<file path="src/rtl/io_ctrl.sv">
// Sequenced I/O controller: three-cycle CPU access FSM with stall, LED registers,
// debounced switches/button and a read-to-clear check flag.
module io_ctrl #(
  parameter int DEBOUNCE_CYCLES = 1_000_000,
  parameter int CNT_W           = 20
) (
  input  logic        clk,
  input  logic        rst_n,
  input  logic        io_read,
  input  logic        io_write,
  input  logic [7:0]  addr,
  input  logic [15:0] wdata,
  output logic [15:0] rdata,
  output logic        io_ack,
  output logic        stall,
  output logic        bad_addr,
  input  logic [15:0] switch_in,
  input  logic        btn_check,
  output logic [23:0] led
);

  // state | meaning
  // IDLE  | waiting for io_read/io_write, latches addr/wdata/op
  // BUSY  | performs the LED write or the read capture
  // DONE  | io_ack/bad_addr asserted for one cycle, requests ignored
  typedef enum logic [1:0] {IDLE, BUSY, DONE} state_t;

  localparam logic [CNT_W-1:0] TC = CNT_W'(DEBOUNCE_CYCLES - 1);

  state_t      state;
  logic        op_rd;
  logic [7:0]  addr_q;
  logic [15:0] wdata_q;
  logic [15:0] rd_mux;
  logic        mapped;

  logic [15:0] sw_meta, sw_sync, sw_stable;
  logic [CNT_W-1:0] sw_cnt;
  logic        btn_meta, btn_sync, btn_stable;
  logic [CNT_W-1:0] btn_cnt;
  logic        check_flag;
  logic        btn_rise;
  logic        chk_clr;

  assign stall = (state == IDLE && (io_read || io_write)) || state == BUSY;

  always_comb begin
    rd_mux = 16'h0000;
    mapped = 1'b1;
    case (addr_q)
      8'h60:   rd_mux = {8'h00, led[23:16]};
      8'h62:   rd_mux = led[15:0];
      8'h70:   rd_mux = sw_stable;
      8'h20:   rd_mux = {15'b0, check_flag};
      default: mapped = 1'b0;
    endcase
  end

  always_ff @(posedge clk or negedge rst_n) begin
    if (!rst_n) begin
      state    <= IDLE;
      op_rd    <= 1'b0;
      addr_q   <= 8'h00;
      wdata_q  <= 16'h0000;
      rdata    <= 16'h0000;
      io_ack   <= 1'b0;
      bad_addr <= 1'b0;
      led      <= 24'h000000;
    end else begin
      io_ack   <= 1'b0;
      bad_addr <= 1'b0;
      case (state)
        IDLE: begin
          if (io_read || io_write) begin
            op_rd   <= io_read;
            addr_q  <= addr;
            wdata_q <= wdata;
            state   <= BUSY;
          end
        end
        BUSY: begin
          if (op_rd) begin
            rdata <= rd_mux;
          end else if (addr_q == 8'h60) begin
            led[23:16] <= wdata_q[7:0];
          end else if (addr_q == 8'h62) begin
            led[15:0] <= wdata_q;
          end
          io_ack   <= 1'b1;
          bad_addr <= ~mapped;
          state    <= DONE;
        end
        default: state <= IDLE;
      endcase
    end
  end

  // The counter only runs while synced differs from stable, so hitting TC
  // with the button synced high is exactly the debounced rising edge.
  assign btn_rise = (btn_cnt == TC) && btn_sync;
  assign chk_clr  = (state == BUSY) && op_rd && (addr_q == 8'h20);

  always_ff @(posedge clk or negedge rst_n) begin
    if (!rst_n) begin
      sw_meta    <= 16'h0000;
      sw_sync    <= 16'h0000;
      sw_stable  <= 16'h0000;
      sw_cnt     <= '0;
      btn_meta   <= 1'b0;
      btn_sync   <= 1'b0;
      btn_stable <= 1'b0;
      btn_cnt    <= '0;
      check_flag <= 1'b0;
    end else begin
      sw_meta  <= switch_in;
      sw_sync  <= sw_meta;
      btn_meta <= btn_check;
      btn_sync <= btn_meta;

      if (sw_sync == sw_stable) begin
        sw_cnt <= '0;
      end else if (sw_cnt == TC) begin
        sw_stable <= sw_sync;
        sw_cnt    <= '0;
      end else begin
        sw_cnt <= sw_cnt + 1'b1;
      end

      if (btn_sync == btn_stable) begin
        btn_cnt <= '0;
      end else if (btn_cnt == TC) begin
        btn_stable <= btn_sync;
        btn_cnt    <= '0;
      end else begin
        btn_cnt <= btn_cnt + 1'b1;
      end

      if (btn_rise) begin
        check_flag <= 1'b1;
      end else if (chk_clr) begin
        check_flag <= 1'b0;
      end
    end
  end

endmodule

</file>
<file path="config.mk">
export PLATFORM = sky130hd
export DESIGN_NAME = io_ctrl
export DESIGN_NICKNAME = d
export VERILOG_FILES = /design/src/rtl/io_ctrl.sv
export SDC_FILE = /design/constraint.sdc
export NUM_CORES = 1
export LEC_CHECK = 0
export ABC_CLOCK_PERIOD_IN_PS = 1780
export BUFFER_PORTS_ARGS = -buffer_cell sky130_fd_sc_hd__buf_2
export CAP_MARGIN = 10
export CORE_MARGIN = 2
export CORE_UTILIZATION = 52
export CTS_CLUSTER_DIAMETER = 150
export DETAILED_ROUTE_END_ITERATION = 6
export PLACE_DENSITY_LB_ADDON = 0.25
export SYNTH_ARGS = -nofsm -noshare
export SYNTH_HDL_FRONTEND = slang
export SYNTH_SLANG_ARGS = --single-unit
</file>
<file path="constraint.sdc">
create_clock -name clk -period 1.78 [get_ports clk]
set_input_delay 0.267 -clock clk [delete_from_list [all_inputs] [get_ports clk]]
set_output_delay 0.267 -clock clk [all_outputs]
set_load 0.02 [all_outputs]
</file>
==> impl_metrics.toml, run 1 <==
[sta]
setup-violations-final = 36
period_share_pct = 105
max_freq_ghz = 0.536
hold_viol_final = 0
min_period_ps = 1870
maxSlewViolCount = 0
tightest_slew_ps = 736
final.setup.worst_slack_ps = -87.2
rsz0062_at_grt = "yes"
skew_ps = 6.53
relSlewSlack_pct = 50.7

[route]
route.vias.total = 4524
first_pass_iters = 4
totalWireLength_um = 14600
drc_errors = 0
viasPerCell = 5.21
drt-initial-drc-count = 301
wl_per_cell_um = 16.8
antenna_left = 0

[layout]
syn_to_final_growth_pct = 33.2
nFillCells = 845
num-nets-final = 734
multi_input_area_mm2 = 0.00253
antenna_cells = 0
most-common-layout-cells = "dfrtp_1, buf_2, buf_4, mux2_2, nor2_1"
final_area_mm2 = 0.00869
drive_above_1_share_pct = 40.4
layout_commonest_cell = "dfrtp_1"
seq_area_mm2 = 0.00403
final_util_pct = 71.7

[critical_path]
startpoint_type = "flip-flop"
critPathMaxFanout = 9
path_class = "flip-flop to flip-flop"
cp_data_required_time_ps = 2100
cp_data_arrival_time_ps = 2180
endpoint_kind = "flip-flop"

[logic_synthesis]
ys_ff_latch = 161
syn_avg_cell_area_um2 = 12.7
synth_fp_nets = 560
yosys_warnings = 0
synth_ff_type = "dfrtp_1"
ys_seq_area_share_pct = 61.7
ys_types = 42
synthArstFlopShare_pct = 100
netlist_instances = 513
synth_edf_count = 0
netlist_area_mm2 = 0.00653

[clock_tree]
htree_levels = 4
cts_tree = "yes"
cts_buffers = 17
cts_buffer_depth = 2
cts_sinks = 161
clk_latency_ps = 430
cts_root_buffer = "clkbuf_16"
clk_pin_slew_ps = 70

[floorplanning]
pin_count = 88
start_util_pct = 53.9
rows = 40
die_w_um = 116
core_mm2 = 0.0121
fp.dieArea_mm2 = 0.0135
fp.dieH_um = 116

[job]
drv_cap = 0

[min_path]
min_path_type = "primary input to flip-flop"

[grt]
antenna_found_initial = 0
globalRouteOverflowTotal = 0
grt_pass1_wl_um = 23300
first_global_vias = 4656
grt_use_total_pct = 23.1
grt_max_degree = 43

[status]
violations = "setup timing"
outcome = "finished, violations left"

[power]
power.density_mw_per_mm2 = 1140
peakVddDrop_v = 0.000858
p_leak_nw = 4.21

[placed_design]
place.gp.congestion = 0.841
io_buffer_count = 87
place_area_mm2 = 0.00762
place_hpwl_um = 9870
detailedPlace.worstSlack_ps = -119
[critical path, stage by stage (launching register included)]
cell,delay (ps)
dfrtp_1,380
or4b_4,550
nor4_4,260
and3_4,230
or2_4,150
clkbuf_16,150
nor2_1,40
[through the flow]
| step | cells | hold slack (ps) | power (mW) | setup TNS, ps |
|---|---|---|---|---|
| finish | 868 | 63.6 | 9.91 | -2240 |
| CTS | 865 | 46.5 | 9.92 | -2910 |
| detailed placement | 811 | 212 | 6.24 | -3380 |
| global route | 868 | 42.9 | 10.4 | -5940 |
| global placement | 811 | 209 | 6.13 | -1660 |
| floorplan | 513 | -28.6 | 5.54 | -978 |
[cell families (layout without fill, tap and decap cells)]
| family | Yosys count | in the layout | share of synthesized area [%] |
|---|---|---|---|
| buf+inv | 28 | 215 | 2.11 |
| fa+ha+maj | 2 | 2 | 0.383 |
| xor+xnor | 53 | 53 | 7.11 |
| compound gates | 39 | 39 | 3.53 |
| simple gates | 158 | 158 | 12.3 |
| mux | 72 | 72 | 12.8 |
| flops | 161 | 161 | 61.7 |
[flip-flops by register name, indices dropped and copies added, names as in the netlist, 16 cells and up]
name,flops
btn_cnt,20
led,24
rdata,16
sw_cnt,20
sw_meta,16
sw_stable,16
sw_sync,16
wdata_q,16
[power breakdown]
part           internal [mW]  switching, mW  total, mW
Clock                   2.01           1.57       3.58
Combinational          0.900          0.946       1.85
Sequential              4.13          0.360       4.49
Total                   7.04           2.87       9.91
[synth_stat cells (all sizes together), types with 8 or more instances]
cell    number  area share (%)
nand4       13             1.2
nor2        55             3.2
xnor2       31             4.2
xor2        22             3.0
nand3       14             1.2
o21ai       18             1.4
nand2       29             1.7
a22oi        8            0.92
inv          8            0.46
mux2i        8             1.2
a21oi        8            0.61
dfrtp      161              62
clkbuf      11            0.63
buf          9             1.0
mux2        64              12
and3         9            0.86
[worst paths after layout]
kind,slack [ps],from,to,cells after the start
max,-90,btn_cnt[15]$_DFF_PN0_,btn_cnt[19]$_DFF_PN0_,6
min,60,wdata[6],wdata_q[6]$_DFFE_PN0P_,2
max reg2reg,-90,btn_cnt[15]$_DFF_PN0_,btn_cnt[19]$_DFF_PN0_,6
min reg2reg,350,sw_meta[6]$_DFF_PN0_,sw_sync[6]$_DFF_PN0_,0
max in group asynchronous,840,rst_n,sw_sync[4]$_DFF_PN0_,3
min in group asynchronous,320,rst_n,addr_q[1]$_DFFE_PN0P_,2
[timing repair]
| action | 4_1_cts | 5_1_grt |
|---|---|---|
| hold buffers | 18 | 0 |
| endpoints found under the hold margin | 55 | 0 |
| resized for setup | 17 | 34 |
| gates cloned | 0 | 4 |
| pin swaps | 5 | 18 |
| setup endpoints to repair | 52 | 77 |
| setup buffers | 4 | 1 |
[layout make-up]
| class | count | area share, % |
|---|---|---|
| flip-flops and latches | 161 | 46.4 |
| multi-input cells | 324 | 29.1 |
| well taps | 168 | 2.42 |
| inverters | 8 | 0.346 |
| clock buffers | 18 | 5.05 |
| repair buffers | 175 | 15.0 |
| clock inverters | 14 | 1.67 |
[routing by layer]
layer	share of wire (%)	up-vias	GRT usage [%]
li1	-	2098	-
met3	5.1	22	7.32
met5	0	-	0
met4	1.3	0	7.30
met2	51	121	37.7
met1	43	2283	29.9
No activity file was read; power rests on OpenSTA's default activity.
==> run 2: changes to the inputs <==
- ABC_AREA: default -> 1
==> impl_metrics.toml, run 2 <==
[floorplanning]
fp.dieH_um = 121
rows = 42
start_util_pct = 53.6
pin_count = 88
die_w_um = 121
fp.dieArea_mm2 = 0.0147
core_mm2 = 0.0133

[placed_design]
place_hpwl_um = 10900
io_buffer_count = 87
dp.cells = 1093
place.gp.congestion = 0.866
place_area_mm2 = 0.00782

[status]
outcome = "finished clean"

[layout]
largestRegisters = "led (24), btn_cnt (20), sw_cnt (20)"
most-common-layout-cells = "nand2_1, dfrtp_1, buf_2, inv_1"
drive_above_1_share_pct = 18.2
layoutNonFillerInstCount = 1147
nFillCells = 1097
syn_to_final_growth_pct = 22.3
largest_reg_flops = 24
final_area_mm2 = 0.00871
layout_commonest_cell = "nand2_1"
num-nets-final = 1005
antenna_cells = 0
final_util_pct = 65.5
largest-register = "led"

[sta]
maxSlewViolCount = 0
tightest_slew_ps = 514
relSlewSlack_pct = 65.7
setup-violations-final = 0
hold_ws_ps = 42.1
min_period_ps = 1680
hold_viol_final = 0
max_freq_ghz = 0.595
skew_ps = 7.58
period_share_pct = 94.4

[clock_tree]
htree_levels = 4
cts_sinks = 161
clk_latency_ps = 420
clk_pin_slew_ps = 60
cts_root_buffer = "clkbuf_16"
cts_tree = "yes"
cts_buffers = 17
cts_buffer_depth = 2

[logic_synthesis]
synth-xor-area-share_pct = 1.97
netlist.area_leader.share_pct = 56.6
synthSimpleGateAreaFrac_pct = 29.8
netlist_instances = 834
synth_commonest_cells = "nand2_1, dfrtp_1, inv_1"
syn_avg_cell_area_um2 = 8.54
synth_fp_nets = 881
yosys_warnings = 0
synth_edf_count = 0
synth_compound_area_share_pct = 4.64
synth_most_common_cell = "nand2_1"
synth_ff_type = "dfrtp_1"
synthAdderAreaFrac_pct = 0.351
ys_types = 32
netlist_area_mm2 = 0.00712
synthArstFlopShare_pct = 100
synthTopCellsByArea = "dfrtp_1, nand2_1, nand3_1"
ys_ff_latch = 161
yosys.area.top_type = "dfrtp_1"
synth_top_family_by_area = "simple AND/OR/NAND/NOR gates"
ys_seq_area_share_pct = 56.6
synthMuxAreaShare_pct = 0

[grt]
globalRouteOverflowTotal = 0
antenna_found_initial = 0
grt_pass1_wl_um = 26400
first_global_vias = 5512
grt_max_degree = 44
grt_use_total_pct = 23.0

[route]
first_pass_iters = 5
drc_errors = 0
route.vias.total = 5683
antenna_left = 0
totalWireLength_um = 15500
wl_per_cell_um = 13.5
drt-initial-drc-count = 419
viasPerCell = 4.95

[job]
drv_cap = 0

[critical_path]
cp_data_required_time_ps = 1510
regToRegSetupSlack_ps = 160
rr_endpoint = "btn_cnt[16]$_DFF_PN0_"
startpoint_type = "flip-flop"
r2r_cells = 10
cp_data_arrival_time_ps = 1410
r2r_start = "btn_cnt[0]$_DFF_PN0_"
critPathMaxFanout = 3
endpoint_kind = "output port"
path_class = "flip-flop to output port"

[min_path]
hold_start = "addr[6]"
timing.hold.worst_endpoint = "addr_q[6]$_DFFE_PN0P_"
min_path_type = "primary input to flip-flop"
whs_path_depth = 3

[power]
finalPower_mw = 10.5
p_leak_nw = 4.58
peakVddDrop_v = 0.000847
power.density_mw_per_mm2 = 1210
==> run 2: through the flow <==
stage	setup TNS (ps)	worst slack (ps)
6_report	0	101
5_1_grt	-0.918	-0.918
4_1_cts	0	43.4
3_5_place_dp	0	139
3_3_place_gp	0	174
2_1_floorplan	0	334
==> run 2: final cells by class <==
class	instances	area, µm²	area share (%)
clock buffers	22	464	5.33
clock inverters	10	205	2.36
inverters	87	328	3.76
multi-input cells	566	2630	30.2
flip-flops and latches	161	4030	46.3
well taps	176	220	2.53
repair buffers	125	835	9.58
==> run 2: worst max-delay path by stage <==
stage | depth (start not counted) | slack (ps) | endpoint | from
final | 5 | 100 | stall | state[1]$_DFFE_PN0P_
after global routing | 10 | -0.9 | btn_cnt[16]$_DFF_PN0_ | btn_cnt[0]$_DFF_PN0_
after CTS | 5 | 40 | stall | state[1]$_DFFE_PN0P_
after detailed placement | 10 | 140 | btn_cnt[16]$_DFF_PN0_ | btn_cnt[0]$_DFF_PN0_
after global placement | 10 | 170 | btn_cnt[19]$_DFF_PN0_ | btn_cnt[0]$_DFF_PN0_
after floorplan | 10 | 330 | btn_cnt[18]$_DFF_PN0_ | btn_cnt[0]$_DFF_PN0_
==> run 2: timing repair <==
| item | CTS | global route |
|---|---|---|
| hold endpoints to repair | 53 | 0 |
| hold buffers | 18 | 0 |
| resized for setup | 0 | 3 |
| pin swaps | 0 | 1 |
| setup buffers | 1 | 3 |
| endpoints found under the setup margin | 1 | 8 |
==> run 2: cells by family after synthesis <==
logic type | after synthesis
compound gates | 53
buf+inv | 107
xor+xnor | 16
flops | 161
fa+ha+maj | 2
simple gates | 495
==> run 2: worst max-delay path: stages (launching register included) <==
cell     delay, ps
dfrtp_1        400
nor2_1         140
o21ai_1        100
buf_4          140
nand2_1         60
buf_2          160
==> run 2: power by group <==
part | total [mW] | switching [mW] | internal [mW]
Sequential | 4.48 | 0.327 | 4.16
Clock | 4.10 | 1.39 | 2.70
Combinational | 1.94 | 1.30 | 0.641
Total | 10.5 | 3.02 | 7.50
==> run 2: layer usage <==
layer  up-vias  global-route usage (%)  wire length, µm
met5         -                       0                0
met4         0                    7.63              270
met3        22                    5.55              723
met2       136                    34.5             7120
met1      2677                    33.0             7390
li1       2848                       -                -
==> run 3: changes to the inputs <==
- CORE_UTILIZATION: 52 -> 31
==> impl_metrics.toml, run 3 (synthesized netlist as in run 2, its figures left out) <==
[status]
outcome = "finished clean"

[critical_path]
cp_data_required_time_ps = 1510
endpoint_kind = "output port"
cp_data_arrival_time_ps = 1390
startpoint_type = "flip-flop"
path_class = "flip-flop to output port"
critPathMaxFanout = 5

[grt]
use_met1_pct = 20.6
gr-usage-met3_pct = 3.67
gr-usage-met2_pct = 23.2
globalRouteOverflowTotal = 0
grt_use_total_pct = 14.8
first_global_vias = 5511
grt_max_degree = 51
grt_pass1_wl_um = 28200
top_usage_layer = "met2"
antenna_found_initial = 0

[route]
drc_errors = 0
drt-initial-drc-count = 320
totalWireLength_um = 16600
antenna_left = 0
first_pass_iters = 4
route.vias.total = 5625
viasPerCell = 4.48
wl_per_cell_um = 13.2

[floorplanning]
rows = 55
fp.dieH_um = 156
core_mm2 = 0.0226
start_util_pct = 31.6
die_w_um = 156
pin_count = 88
fp.dieArea_mm2 = 0.0242

[power]
peakVddDrop_v = 0.000631
power.density_mw_per_mm2 = 1170
p_leak_nw = 4.55

[clock_tree]
cts_tree = "yes"
htree_levels = 4
clk_pin_slew_ps = 60
cts_buffer_depth = 2
cts_buffers = 17
cts_sinks = 161
clk_latency_ps = 420
cts_root_buffer = "clkbuf_16"

[layout]
drive_above_1_share_pct = 18.8
most-common-layout-cells = "nand2_1, dfrtp_1, buf_2, inv_1, nand3_1"
num-nets-final = 1005
layout_commonest_cell = "nand2_1"
largest-register = "led"
final_util_pct = 38.9
layoutNonFillerInstCount = 1256
nFillCells = 2310
largest_reg_flops = 24
largestRegisters = "led (24), btn_cnt (20), sw_cnt (20)"
antenna_cells = 0
syn_to_final_growth_pct = 23.4

[sta]
setup-violations-final = 0
rsz0062_at_grt = "no"
tns_ps = 0
maxSlewViolCount = 0
min_period_ps = 1650
hold_ws_ps = 45.5
tightest_slew_ps = 571
relSlewSlack_pct = 61.9
period_share_pct = 93.0
skew_ps = 9.46
hold_viol_final = 0
max_freq_ghz = 0.604

[placed_design]
dp.cells = 1204
place_hpwl_um = 12100
place.gp.congestion = 0.808
io_buffer_count = 87

[job]
drv_cap = 0

[min_path]
min_path_type = "primary input to flip-flop"
run 3: changes by cell type in the layout (fill, tap and decap cells not counted):
cell and delta:
dfrtp_2 +1, clkinv_2 +1, dfrtp_1 -1, clkbuf_1 -2, nor2_2 +2, clkbuf_8 +3, bufinv_16 -3, clkinvlp_4 +1
o21ai_2 +1, buf_4 +2, o21ai_1 -1, buf_12 -2, nor2_1 -2
run 3: worst max-delay path: stages (launching register included):
cell	delay, ps
dfrtp_1	400
nor2_1	190
o21ai_2	120
nand2_1	100
buf_2	170
run 3: final cells by class:
type | count | area (µm²) | area share [%]
repair buffers | 125 | 810 | 9.21
well taps | 285 | 357 | 4.06
clock buffers | 23 | 498 | 5.67
flip-flops and latches | 161 | 4030 | 45.9
multi-input cells | 566 | 2640 | 30.0
clock inverters | 9 | 128 | 1.45
inverters | 87 | 328 | 3.73
run 3: path summary, 6_finish.rpt:
kind,start,end,slack (ps),cells after the start
worst max-delay path,state[1]$_DFFE_PN0P_,stall,130,4
worst min-delay path,wdata[13],wdata_q[13]$_DFFE_PN0P_,50,3
worst max register to register,sw_stable[1]$_DFFE_PN0P_,sw_cnt[3]$_DFF_PN0_,180,9
worst min register to register,sw_meta[9]$_DFF_PN0_,sw_sync[9]$_DFF_PN0_,350,0
max in group asynchronous,rst_n,sw_meta[4]$_DFF_PN0_,820,3
min in group asynchronous,rst_n,sw_meta[12]$_DFF_PN0_,350,2
run 3: metal layers:
metal / wire (µm) / vias up
li1: - / 2841
met4: 135 / 0
met3: 865 / 9
met1: 7950 / 2648
met2: 7650 / 127
met5: 0 / -
run 3: repair_timing:
item | CTS | global route
setup endpoints to repair | 1 | 40
hold buffers | 18 | 0
hold endpoints to repair | 62 | 0
pin swaps | 0 | 3
setup buffers | 0 | 2
gates resized for setup | 1 | 6
run 3: per-stage QoR:
step	setup slack [ps]	instance area, µm²	power [mW]
floorplan	334	7120	5.74
global placement	158	7950	6.45
detailed placement	100	7950	6.46
CTS	38.9	8750	10.4
global route	4.10	8790	10.8
finish	125	8790	10.2
run 3: power breakdown:
| group | internal (mW) | switching (mW) |
|---|---|---|
| registers | 4.16 | 0.328 |
| logic | 0.619 | 1.31 |
| clock network | 2.39 | 1.44 |
| total | 7.16 | 3.08 |
